==> config.mk <==
export PLATFORM = sky130hd
export DESIGN_NAME = decode_stage_flat
export DESIGN_NICKNAME = d
export VERILOG_FILES = /design/src/rtl/decode_stage_if.sv /design/src/rtl/decode_stage.sv /design/src/flat_wrapper.sv
export SDC_FILE = /design/constraint.sdc
export NUM_CORES = 1
export LEC_CHECK = 0
export ABC_AREA = 1
export BUFFER_PORTS_ARGS = -buffer_cell sky130_fd_sc_hd__buf_4
export CAP_MARGIN = 40
export CELL_PAD_IN_SITES_DETAIL_PLACEMENT = 1
export CELL_PAD_IN_SITES_GLOBAL_PLACEMENT = 2
export CORE_MARGIN = 5
export CORE_UTILIZATION = 21
export CTS_CLUSTER_SIZE = 10
export DETAILED_ROUTE_END_ITERATION = 10
export GPL_ROUTABILITY_DRIVEN = 0
export PLACE_DENSITY_LB_ADDON = 0.1
export SLEW_MARGIN = 30
export SYNTH_ARGS = -nofsm -noshare
export SYNTH_HDL_FRONTEND = slang
export SYNTH_SLANG_ARGS = --single-unit
==> constraint.sdc <==
create_clock -name clk -period 1.23 [get_ports clk]
set_input_delay 0.246 -clock clk [delete_from_list [all_inputs] [get_ports clk]]
set_output_delay 0.246 -clock clk [all_outputs]
set_load 0.05 [all_outputs]
==> src/rtl/decode_stage_if.sv <==
// Handshake and decoded-word bundle between fetch, the decode stage and execute.
// The stage itself uses the slave modport; the surrounding pipeline drives the master side.
interface decode_stage_if #(
    parameter int WIDTH = 32,
    parameter int REG_W = 5
);
    logic             in_valid;
    logic             in_ready;
    logic [31:0]      instr;
    logic [WIDTH-1:0] pc;
    logic             flush;
    logic             out_valid;
    logic             out_ready;
    logic [REG_W-1:0] rs;
    logic [REG_W-1:0] rt;
    logic [REG_W-1:0] wr_addr;
    logic [4:0]       shamt;
    logic [WIDTH-1:0] imm_ext;
    logic [WIDTH-1:0] jump_target;
    logic [WIDTH-1:0] pc_plus4;
    logic             alu_src;
    logic             jump;
    logic             jump_link;
    logic             jump_reg;
    logic             branch_eq;
    logic             branch_ne;
    logic             mem_write;
    logic             mem_to_reg;
    logic             reg_write;
    logic [2:0]       alu_control;
    logic             illegal;

    modport slave (
        input  in_valid, instr, pc, flush, out_ready,
        output in_ready, out_valid, rs, rt, wr_addr, shamt, imm_ext, jump_target, pc_plus4,
               alu_src, jump, jump_link, jump_reg, branch_eq, branch_ne, mem_write,
               mem_to_reg, reg_write, alu_control, illegal
    );

    modport master (
        output in_valid, instr, pc, flush, out_ready,
        input  in_ready, out_valid, rs, rt, wr_addr, shamt, imm_ext, jump_target, pc_plus4,
               alu_src, jump, jump_link, jump_reg, branch_eq, branch_ne, mem_write,
               mem_to_reg, reg_write, alu_control, illegal
    );
endinterface

==> src/rtl/decode_stage.sv <==
// MIPS-subset instruction decode stage: combinational field/control decode feeding a
// single output register with valid/ready back-pressure and flush.
module decode_stage #(
    parameter int WIDTH = 32,
    parameter int REG_W = 5
) (
    input logic           clk,
    input logic           reset,
    decode_stage_if.slave bus
);
    localparam logic [5:0] OP_RTYPE = 6'h00;
    localparam logic [5:0] OP_J     = 6'h02;
    localparam logic [5:0] OP_JAL   = 6'h03;
    localparam logic [5:0] OP_BEQ   = 6'h04;
    localparam logic [5:0] OP_BNE   = 6'h05;
    localparam logic [5:0] OP_ADDI  = 6'h08;
    localparam logic [5:0] OP_XORI  = 6'h0E;
    localparam logic [5:0] OP_LW    = 6'h23;
    localparam logic [5:0] OP_SW    = 6'h2B;

    localparam logic [5:0] FN_JR  = 6'h08;
    localparam logic [5:0] FN_ADD = 6'h20;
    localparam logic [5:0] FN_SUB = 6'h22;
    localparam logic [5:0] FN_SLT = 6'h2A;

    typedef enum logic [2:0] {
        ALU_ADD = 3'd0,
        ALU_SUB = 3'd1,
        ALU_XOR = 3'd2,
        ALU_SLT = 3'd3
    } alu_op_e;

    typedef struct packed {
        logic    alu_src;
        logic    jump;
        logic    jump_link;
        logic    jump_reg;
        logic    branch_eq;
        logic    branch_ne;
        logic    mem_write;
        logic    mem_to_reg;
        logic    reg_write;
        alu_op_e alu_control;
        logic    illegal;
    } ctrl_t;

    typedef struct packed {
        logic [REG_W-1:0] rs;
        logic [REG_W-1:0] rt;
        logic [REG_W-1:0] wr_addr;
        logic [4:0]       shamt;
        logic [WIDTH-1:0] imm_ext;
        logic [WIDTH-1:0] jump_target;
        logic [WIDTH-1:0] pc_plus4;
        ctrl_t            ctrl;
    } word_t;

    logic [5:0]       op;
    logic [5:0]       funct;
    logic [REG_W-1:0] rs_f;
    logic [REG_W-1:0] rt_f;
    logic [REG_W-1:0] rd_f;
    logic [WIDTH-1:0] pc4_d;
    ctrl_t            ctrl_d;
    logic [REG_W-1:0] dest_d;
    logic             sign_ext;
    word_t            word_d;
    word_t            word_q;
    logic             valid_q;
    logic             transfer;

    assign op    = bus.instr[31:26];
    assign funct = bus.instr[5:0];
    assign rs_f  = bus.instr[21 +: REG_W];
    assign rt_f  = bus.instr[16 +: REG_W];
    assign rd_f  = bus.instr[11 +: REG_W];
    assign pc4_d = bus.pc + WIDTH'(4);

    // Destination is forced to 0 whenever the instruction does not write a register.
    always_comb begin
        ctrl_d   = '0;
        dest_d   = '0;
        sign_ext = 1'b1;
        case (op)
            OP_RTYPE: begin
                case (funct)
                    FN_ADD: begin
                        ctrl_d.reg_write   = 1'b1;
                        ctrl_d.alu_control = ALU_ADD;
                        dest_d             = rd_f;
                    end
                    FN_SUB: begin
                        ctrl_d.reg_write   = 1'b1;
                        ctrl_d.alu_control = ALU_SUB;
                        dest_d             = rd_f;
                    end
                    FN_SLT: begin
                        ctrl_d.reg_write   = 1'b1;
                        ctrl_d.alu_control = ALU_SLT;
                        dest_d             = rd_f;
                    end
                    FN_JR:   ctrl_d.jump_reg = 1'b1;
                    default: ctrl_d.illegal  = 1'b1;
                endcase
            end
            OP_ADDI: begin
                ctrl_d.alu_src     = 1'b1;
                ctrl_d.alu_control = ALU_ADD;
                ctrl_d.reg_write   = 1'b1;
                dest_d             = rt_f;
            end
            OP_XORI: begin
                ctrl_d.alu_src     = 1'b1;
                ctrl_d.alu_control = ALU_XOR;
                ctrl_d.reg_write   = 1'b1;
                dest_d             = rt_f;
                sign_ext           = 1'b0;
            end
            OP_LW: begin
                ctrl_d.alu_src     = 1'b1;
                ctrl_d.alu_control = ALU_ADD;
                ctrl_d.mem_to_reg  = 1'b1;
                ctrl_d.reg_write   = 1'b1;
                dest_d             = rt_f;
            end
            OP_SW: begin
                ctrl_d.alu_src     = 1'b1;
                ctrl_d.alu_control = ALU_ADD;
                ctrl_d.mem_write   = 1'b1;
            end
            OP_BEQ: begin
                ctrl_d.alu_control = ALU_SUB;
                ctrl_d.branch_eq   = 1'b1;
            end
            OP_BNE: begin
                ctrl_d.alu_control = ALU_SUB;
                ctrl_d.branch_ne   = 1'b1;
            end
            OP_J: ctrl_d.jump = 1'b1;
            OP_JAL: begin
                ctrl_d.jump      = 1'b1;
                ctrl_d.jump_link = 1'b1;
                ctrl_d.reg_write = 1'b1;
                dest_d           = '1;
            end
            default: ctrl_d.illegal = 1'b1;
        endcase
    end

    always_comb begin
        word_d.rs          = rs_f;
        word_d.rt          = rt_f;
        word_d.wr_addr     = dest_d;
        word_d.shamt       = bus.instr[10:6];
        word_d.imm_ext     = sign_ext ? {{(WIDTH-16){bus.instr[15]}}, bus.instr[15:0]}
                                      : {{(WIDTH-16){1'b0}}, bus.instr[15:0]};
        word_d.jump_target = {pc4_d[WIDTH-1:28], bus.instr[25:0], 2'b00};
        word_d.pc_plus4    = pc4_d;
        word_d.ctrl        = ctrl_d;
    end

    assign bus.in_ready = !valid_q || bus.out_ready;
    assign transfer     = bus.in_valid && bus.in_ready;

    // Flush shares reset's priority so a redirect always drops the incoming word.
    always_ff @(posedge clk) begin
        if (reset || bus.flush) begin
            valid_q <= 1'b0;
            word_q  <= '0;
        end else if (transfer) begin
            valid_q <= 1'b1;
            word_q  <= word_d;
        end else if (bus.out_ready) begin
            valid_q <= 1'b0;
        end
    end

    assign bus.out_valid   = valid_q;
    assign bus.rs          = word_q.rs;
    assign bus.rt          = word_q.rt;
    assign bus.wr_addr     = word_q.wr_addr;
    assign bus.shamt       = word_q.shamt;
    assign bus.imm_ext     = word_q.imm_ext;
    assign bus.jump_target = word_q.jump_target;
    assign bus.pc_plus4    = word_q.pc_plus4;
    assign bus.alu_src     = word_q.ctrl.alu_src;
    assign bus.jump        = word_q.ctrl.jump;
    assign bus.jump_link   = word_q.ctrl.jump_link;
    assign bus.jump_reg    = word_q.ctrl.jump_reg;
    assign bus.branch_eq   = word_q.ctrl.branch_eq;
    assign bus.branch_ne   = word_q.ctrl.branch_ne;
    assign bus.mem_write   = word_q.ctrl.mem_write;
    assign bus.mem_to_reg  = word_q.ctrl.mem_to_reg;
    assign bus.reg_write   = word_q.ctrl.reg_write;
    assign bus.alu_control = word_q.ctrl.alu_control;
    assign bus.illegal     = word_q.ctrl.illegal;
endmodule

==> src/flat_wrapper.sv <==
// flat-port wrapper written by rule: the top's interface ports become plain ports
module decode_stage_flat 
#(
    parameter int WIDTH = 32,
    parameter int REG_W = 5
)
  (clk, reset, bus_in_valid, bus_instr, bus_pc, bus_flush, bus_out_ready, bus_in_ready, bus_out_valid, bus_rs, bus_rt, bus_wr_addr, bus_shamt, bus_imm_ext, bus_jump_target, bus_pc_plus4, bus_alu_src, bus_jump, bus_jump_link, bus_jump_reg, bus_branch_eq, bus_branch_ne, bus_mem_write, bus_mem_to_reg, bus_reg_write, bus_alu_control, bus_illegal);
  decode_stage_if #(.WIDTH(WIDTH), .REG_W(REG_W)) bus_i ();
  input logic clk;
  input logic reset;
  input wire logic [$bits(bus_i.in_valid)-1:0] bus_in_valid;
  input wire logic [$bits(bus_i.instr)-1:0] bus_instr;
  input wire logic [$bits(bus_i.pc)-1:0] bus_pc;
  input wire logic [$bits(bus_i.flush)-1:0] bus_flush;
  input wire logic [$bits(bus_i.out_ready)-1:0] bus_out_ready;
  output wire logic [$bits(bus_i.in_ready)-1:0] bus_in_ready;
  output wire logic [$bits(bus_i.out_valid)-1:0] bus_out_valid;
  output wire logic [$bits(bus_i.rs)-1:0] bus_rs;
  output wire logic [$bits(bus_i.rt)-1:0] bus_rt;
  output wire logic [$bits(bus_i.wr_addr)-1:0] bus_wr_addr;
  output wire logic [$bits(bus_i.shamt)-1:0] bus_shamt;
  output wire logic [$bits(bus_i.imm_ext)-1:0] bus_imm_ext;
  output wire logic [$bits(bus_i.jump_target)-1:0] bus_jump_target;
  output wire logic [$bits(bus_i.pc_plus4)-1:0] bus_pc_plus4;
  output wire logic [$bits(bus_i.alu_src)-1:0] bus_alu_src;
  output wire logic [$bits(bus_i.jump)-1:0] bus_jump;
  output wire logic [$bits(bus_i.jump_link)-1:0] bus_jump_link;
  output wire logic [$bits(bus_i.jump_reg)-1:0] bus_jump_reg;
  output wire logic [$bits(bus_i.branch_eq)-1:0] bus_branch_eq;
  output wire logic [$bits(bus_i.branch_ne)-1:0] bus_branch_ne;
  output wire logic [$bits(bus_i.mem_write)-1:0] bus_mem_write;
  output wire logic [$bits(bus_i.mem_to_reg)-1:0] bus_mem_to_reg;
  output wire logic [$bits(bus_i.reg_write)-1:0] bus_reg_write;
  output wire logic [$bits(bus_i.alu_control)-1:0] bus_alu_control;
  output wire logic [$bits(bus_i.illegal)-1:0] bus_illegal;
  assign bus_i.in_valid = bus_in_valid;
  assign bus_i.instr = bus_instr;
  assign bus_i.pc = bus_pc;
  assign bus_i.flush = bus_flush;
  assign bus_i.out_ready = bus_out_ready;
  assign bus_in_ready = bus_i.in_ready;
  assign bus_out_valid = bus_i.out_valid;
  assign bus_rs = bus_i.rs;
  assign bus_rt = bus_i.rt;
  assign bus_wr_addr = bus_i.wr_addr;
  assign bus_shamt = bus_i.shamt;
  assign bus_imm_ext = bus_i.imm_ext;
  assign bus_jump_target = bus_i.jump_target;
  assign bus_pc_plus4 = bus_i.pc_plus4;
  assign bus_alu_src = bus_i.alu_src;
  assign bus_jump = bus_i.jump;
  assign bus_jump_link = bus_i.jump_link;
  assign bus_jump_reg = bus_i.jump_reg;
  assign bus_branch_eq = bus_i.branch_eq;
  assign bus_branch_ne = bus_i.branch_ne;
  assign bus_mem_write = bus_i.mem_write;
  assign bus_mem_to_reg = bus_i.mem_to_reg;
  assign bus_reg_write = bus_i.reg_write;
  assign bus_alu_control = bus_i.alu_control;
  assign bus_illegal = bus_i.illegal;
  decode_stage #(.WIDTH(WIDTH), .REG_W(REG_W)) u_core (.clk(clk), .reset(reset), .bus(bus_i));
endmodule
==> flow_summary.yaml, run 1 <==
global_routing:
  grt_usage: 0.149
  antenna_found_initial: 0
  grt_max_degree: 30
  grt_pass1_vias: 4936
  grt_overflow: 0
  grt_first_pass_wirelength_mm: 27.7
yosys:
  synth_area_per_cell_sq_um: 6.61
  synth_area_sq_um: 4300
  synth_seq_area_share: 0.358
  synthCells: 651
  synth-seq-cells: 77
  synth.area.top_cells: "dfxtp_1 36%, nor2_1 11%, nand2_1 11%, buf_4 9.2%, nand3_1 6.4%"
  ys_warn_count: 0
  synth_top_cell_area_share: 0.358
  netlist-cell-type-count: 37
  synth_area_leader_cell: "dfxtp_1"
place:
  pre_cts_ws_ns: -0.378
  dpl.hpwl_mm: 14.7
  portBuffers: 196
  dp_cells: 1133
critical_path:
  cpMaxStageDelayCell: "dfxtp_4"
  end_kind: "output pin"
  crit_fanout: 9
  critPathArrivalTime_ns: 1.02
  rrSetupSlack_ns: 0.02
  worstRegToRegCells: 9
  crit_buf_inv: 2
  regToRegStartpoint: "u_core.bus.out_valid"
  r2r_end: "u_core.bus.pc_plus4[10]"
  crit_chain: "buf_12 -> buf_6"
  worstPathRequired_ns: 0.98
  critPathTopFamily: "flip-flops"
  path_class: "register to output pin"
  start_kind: "register"
  slowest_delay_ns: 0.37
power_and_ir_drop:
  cellLeakagePower_nw: 3.52
  power_mw: 7.49
  power.density_nw_per_um2: 1040
  p_comb_frac: 0.266
  p_sw_mw: 2.43
  internal-power_mw: 5.06
  ir_worst_vdd_uv: 648
  clkPwrFrac: 0.377
  p_seq_frac: 0.357
  sw_frac_of_total: 0.324
drt:
  drc: 0
  detail-route-antenna-nets: 0
  via_per_inst: 4.23
  vias: 4877
  drt-met1-wl_mm: 8.68
  drtPass1Iterations: 4
  drt_iter0_drc: 214
  met2_length_mm: 8.40
  highest_layer: "met4"
  wirelength_mm: 18.2
  wl_per_cell_microns: 15.7
  met3_length_microns: 895
floorplanning:
  die_w_microns: 153
  design.die.area_sq_um: 23400
  pin_count: 200
  core_area_sq_um: 20200
  start_util: 0.213
  die_h_microns: 153
  rows: 52
sta:
  hold_viol_final: 0
  hold_slack_ns: 0.154
  skew_ns: 0.00578
  fin_crit_ns: 1.27
  rsz0062_at_grt: "yes"
  fmax_ghz: 0.787
  report.final.slew_viol_count: 0
  fin_ws_ns: -0.0407
  report.final.setup_viol: 17
  fin_crit_sh: 1.03
flow_run:
  cap_violations: 0
final_layout:
  final_cells: 1154
  drive_above_1_share: 0.399
  syn_to_final_growth_pct: 66.8
  n_antenna_cell: 0
  fin_nets: 949
  largest_register_ffs: 32
  utilization: 0.355
clocking:
  hold_buffers: 0
  cts_tree: "yes"
  clockBufferDepth: 2
  cts-root-buf: "clkbuf_16"
  insertion_delay_ns: 0.34
  cts.sinks: 77
  cts_made_buffers: 9
  clkTransAtPathRegs_ns: 0.06
  htreeDepth: 3
outcome:
  status: "complete, but fails checks"
  violations: "negative setup slack"
min_path:
  hold_end: "u_core.bus.imm_ext[7]"
  hold_path_depth: 3
  hold_class: "primary input to register"
  holdCritStartpoint: "bus_instr[7]"
==> cells in the final DEF, fill, tap and decap left out, types with 17 or more instances in the layout <==
| master | count |
|---|---|
| inv_1 | 60 |
| a21oi_1 | 27 |
| buf_6 | 30 |
| nand2_1 | 119 |
| nor2_1 | 116 |
| dfxtp_1 | 69 |
| nand3_1 | 53 |
| o21ai_0 | 30 |
| o21ai_1 | 17 |
| buf_12 | 19 |
| buf_4 | 238 |
==> worst max-delay path by stage <==
stage	start	endpoint	slack, ns	depth (start not counted)
2_1_floorplan	u_core.bus.out_valid	u_core.bus.alu_control[1]	-0.08	7
3_3_place_gp	bus_pc[13]	u_core.bus.pc_plus4[20]	-0.39	11
3_5_place_dp	bus_pc[13]	u_core.bus.pc_plus4[20]	-0.38	11
4_1_cts	u_core.bus.imm_ext[30]	bus_imm_ext[31]	-0.05	1
5_1_grt	u_core.bus.imm_ext[30]	bus_imm_ext[26]	-0.07	2
6_report	u_core.bus.imm_ext[30]	bus_imm_ext[18]	-0.04	2
==> through the flow <==
| step | setup TNS [ns] | cell area [sq um] |
|---|---|---|
| 6_report | -0.486 | 7170 |
| 3_5_place_dp | -11.05 | 6400 |
| 3_3_place_gp | -9.87 | 6400 |
| 5_1_grt | -1.51 | 7170 |
| 2_1_floorplan | -1.34 | 4400 |
| 4_1_cts | -0.864 | 6810 |
==> what timing repair did <==
action,CTS,global route
resized for setup,16,102
pin swaps,1,2
cloned,1,0
setup buffers,3,2
endpoints found under the setup margin,52,84
==> tightest hold or removal path, delay by kind of cell <==
kind | cells | cell delay (ns)
simple gates | 1 | 0.08
buf+inv | 1 | 0.07
compound gates | 1 | 0.07
==> routing by layer <==
layer,GRT usage,up-vias
met2,0.239,134
met5,0,-
met1,0.205,2256
met4,0.0420,0
li1,-,2476
met3,0.0263,11
==> power by group through the flow <==
stage | Combinational [mW] | Sequential [mW] | Clock, mW
2_1_floorplan | 0.803 | 3.05 | 0
3_3_place_gp | 1.86 | 2.72 | 0
3_5_place_dp | 1.87 | 2.73 | 0
4_1_cts | 1.92 | 2.67 | 2.94
5_1_grt | 2.13 | 2.69 | 3.05
6_report | 1.99 | 2.67 | 2.83
==> cell usage after synthesis <==
library cell / number
nor3_2: 1
dlymetal6s2s_1: 1
nand3_1: 55
inv_1: 62
clkbuf_8: 1
xor2_1: 8
nor3_1: 12
o221ai_1: 1
nand4_1: 4
a21oi_1: 29
xnor2_1: 1
dfxtp_1: 77
nor3_4: 2
a41oi_1: 1
nor2_2: 2
a211oi_1: 2
ha_1: 1
buf_4: 53
nor3b_1: 1
nand2_1: 122
nor2_4: 1
nand3_4: 1
buf_6: 1
o21a_1: 1
a31oi_1: 1
o211ai_1: 1
nor2_1: 129
conb_1: 1
nand2_2: 1
o21ai_0: 48
nand3b_1: 5
buf_2: 10
clkbuf_1: 10
clkinv_1: 1
and3_1: 1
nand3_2: 1
or2_0: 2
==> layout make-up <==
cell class	instances	area (sq um)
clock buffer	12	258
clock inverter	4	52.6
fill	2485	13100
inverter	63	244
multi-input combinational	437	2140
sequential	77	1560
tap	270	338
timing repair buffer	291	2580
==> logic make-up (layout without fill, tap and decap cells) <==
group	Yosys count	after routing	share of synthesized area
other cells	1	3	0.000872
simple gates	340	340	0.341
fa+ha+maj	1	1	0.00291
compound gates	84	84	0.102
flops	77	77	0.358
xor+xnor	9	9	0.0183
buf+inv	139	370	0.177
No activity file was read; power rests on OpenSTA's default activity.
==> inputs of run 2 (changes only) <==
- CORE_UTILIZATION: 21 -> 24
- PLACE_DENSITY_LB_ADDON: 0.1 -> 0.15
- clock period: 1.23 -> 1.2 ns (I/O delays scaled with it)
==> flow_summary.yaml, run 2 (synthesized netlist as in run 1, its figures left out) <==
outcome:
  status: "complete, but fails checks"
  violations: "negative setup slack"
final_layout:
  syn_to_final_growth_pct: 74.7
  layout_common_cells: "228 x buf_4, 120 x nand2_1, 97 x nor2_1, 60 x inv_1, 57 x dfxtp_1"
  drive_above_1_share: 0.449
  layout_commonest_cell: "buf_4"
  n_antenna_cell: 0
  fin_nets: 965
  largest_register_ffs: 32
  design_area_sq_um: 7510
global_routing:
  antenna_found_initial: 0
  grt_usage: 0.170
  grt_first_pass_wirelength_mm: 27.3
  grt_pass1_vias: 5168
  grt_max_degree: 44
  grt_overflow: 0
min_path:
  hold_class: "primary input to register"
clocking:
  clkTransAtPathRegs_ns: 0.06
  clockBufferDepth: 2
  cts_made_buffers: 9
  cts_tree: "yes"
  cts-root-buf: "clkbuf_16"
  hold_buffers: 0
  insertion_delay_ns: 0.35
  cts.sinks: 77
  htreeDepth: 3
critical_path:
  crit_chain: "buf_12 -> buf_4"
  cpMaxStageDelayCell: "dfxtp_4"
  critPathArrivalTime_ns: 1.04
  path_class: "register to output pin"
  start_kind: "register"
  end_kind: "output pin"
  slowest_delay_ns: 0.37
  worstPathRequired_ns: 0.96
  crit_fanout: 9
sta:
  fmax_ghz: 0.782
  fin_crit_ns: 1.28
  report.final.slew_viol_count: 0
  fin_crit_sh: 1.07
  setup_tns_ns: -1.20
  rsz0062_at_grt: "yes"
  report.final.setup_viol: 30
  skew_ns: 0.00661
  fin_ws_ns: -0.0782
  hold_viol_final: 0
floorplanning:
  pin_count: 200
  core_area_sq_um: 17800
  rows: 49
  die_w_microns: 144
  design.die.area_sq_um: 20700
  die_h_microns: 144
  start_util: 0.242
power_and_ir_drop:
  p_sw_mw: 2.57
  clkPwrFrac: 0.369
  p_comb_frac: 0.278
  cellLeakagePower_nw: 3.65
  sw_frac_of_total: 0.329
  p_seq_frac: 0.352
  power.density_nw_per_um2: 1040
  internal-power_mw: 5.25
  ir_worst_vdd_uv: 706
drt:
  wirelength_mm: 18.7
  wl_per_cell_microns: 16.6
  drtPass1Iterations: 4
  vias: 5055
  detail-route-antenna-nets: 0
  via_per_inst: 4.48
  drc: 0
  drt_iter0_drc: 195
place:
  portBuffers: 196
  place_area_sq_um: 6420
  dpl.hpwl_mm: 14.3
flow_run:
  cap_violations: 0
-- run 2: cell types whose count changed in the layout (fill, tap and decap cells not counted), moves of 8 or more --
cell	delta
nor2_1	-19
buf_6	+24
dfxtp_1	-12
o21ai_0	+8
o21ai_1	-10
dfxtp_2	+11
buf_4	-10
nor2_4	+13
-- run 2: repair_timing --
action / CTS / global route
gates resized for setup: 33 / 144
setup endpoints to repair: 86 / 94
pin swaps: 0 / 12
setup buffers: 1 / 7
cloned: 0 / 5
endpoints found under the hold margin: 0 / 0
-- run 2: critical path: cells and delay by family (launching register included) --
kind / cells / cell delay, ns
flops: 1 / 0.37
buf+inv: 2 / 0.33
-- run 2: area by class of cell --
cell class	instances	area, sq um
sequential	77	1570
timing repair inverter	1	8.76
fill	2183	10300
inverter	63	249
timing repair buffer	306	2790
tap	229	287
clock buffer	10	250
multi-input combinational	437	2300
clock inverter	5	57.6
-- run 2: path summary, 6_finish.rpt --
check	start	endpoint	slack (ns)	cells after the start
max	u_core.bus.imm_ext[30]	bus_imm_ext[25]	-0.08	2
min	bus_instr[6]	u_core.bus.imm_ext[6]	0.15	3
max reg2reg	u_core.bus.out_valid	u_core.bus.pc_plus4[17]	-0.05	9
min reg2reg	u_core.bus.wr_addr[0]	u_core.bus.wr_addr[0]	0.47	2
-- run 2: stage by stage --
step	setup slack [ns]	hold slack, ns	util	std cells	power [mW]
final	-0.0782	0.150	0.423	1128	7.83
after global routing	-0.118	0.147	0.423	1128	8.19
after CTS	-0.0789	0.130	0.385	1117	7.71
after detailed placement	-0.398	0.470	0.361	1101	4.73
after global placement	-0.421	0.458	0.361	1101	4.70
after floorplan	-0.103	0.330	-	653	3.95
-- run 2: layer usage --
metal,wire length (microns),GRT usage
met2,8630,0.283
met5,0,0
met3,1180,0.0389
met1,8500,0.215
met4,361,0.0590
-- run 2: power by group through the flow --
stage | Combinational [mW] | Sequential (mW) | Clock, mW
2_1_floorplan | 0.823 | 3.12 | 0
3_3_place_gp | 1.92 | 2.78 | 0
3_5_place_dp | 1.94 | 2.79 | 0
4_1_cts | 1.98 | 2.74 | 2.99
5_1_grt | 2.32 | 2.77 | 3.10
6_report | 2.18 | 2.76 | 2.89
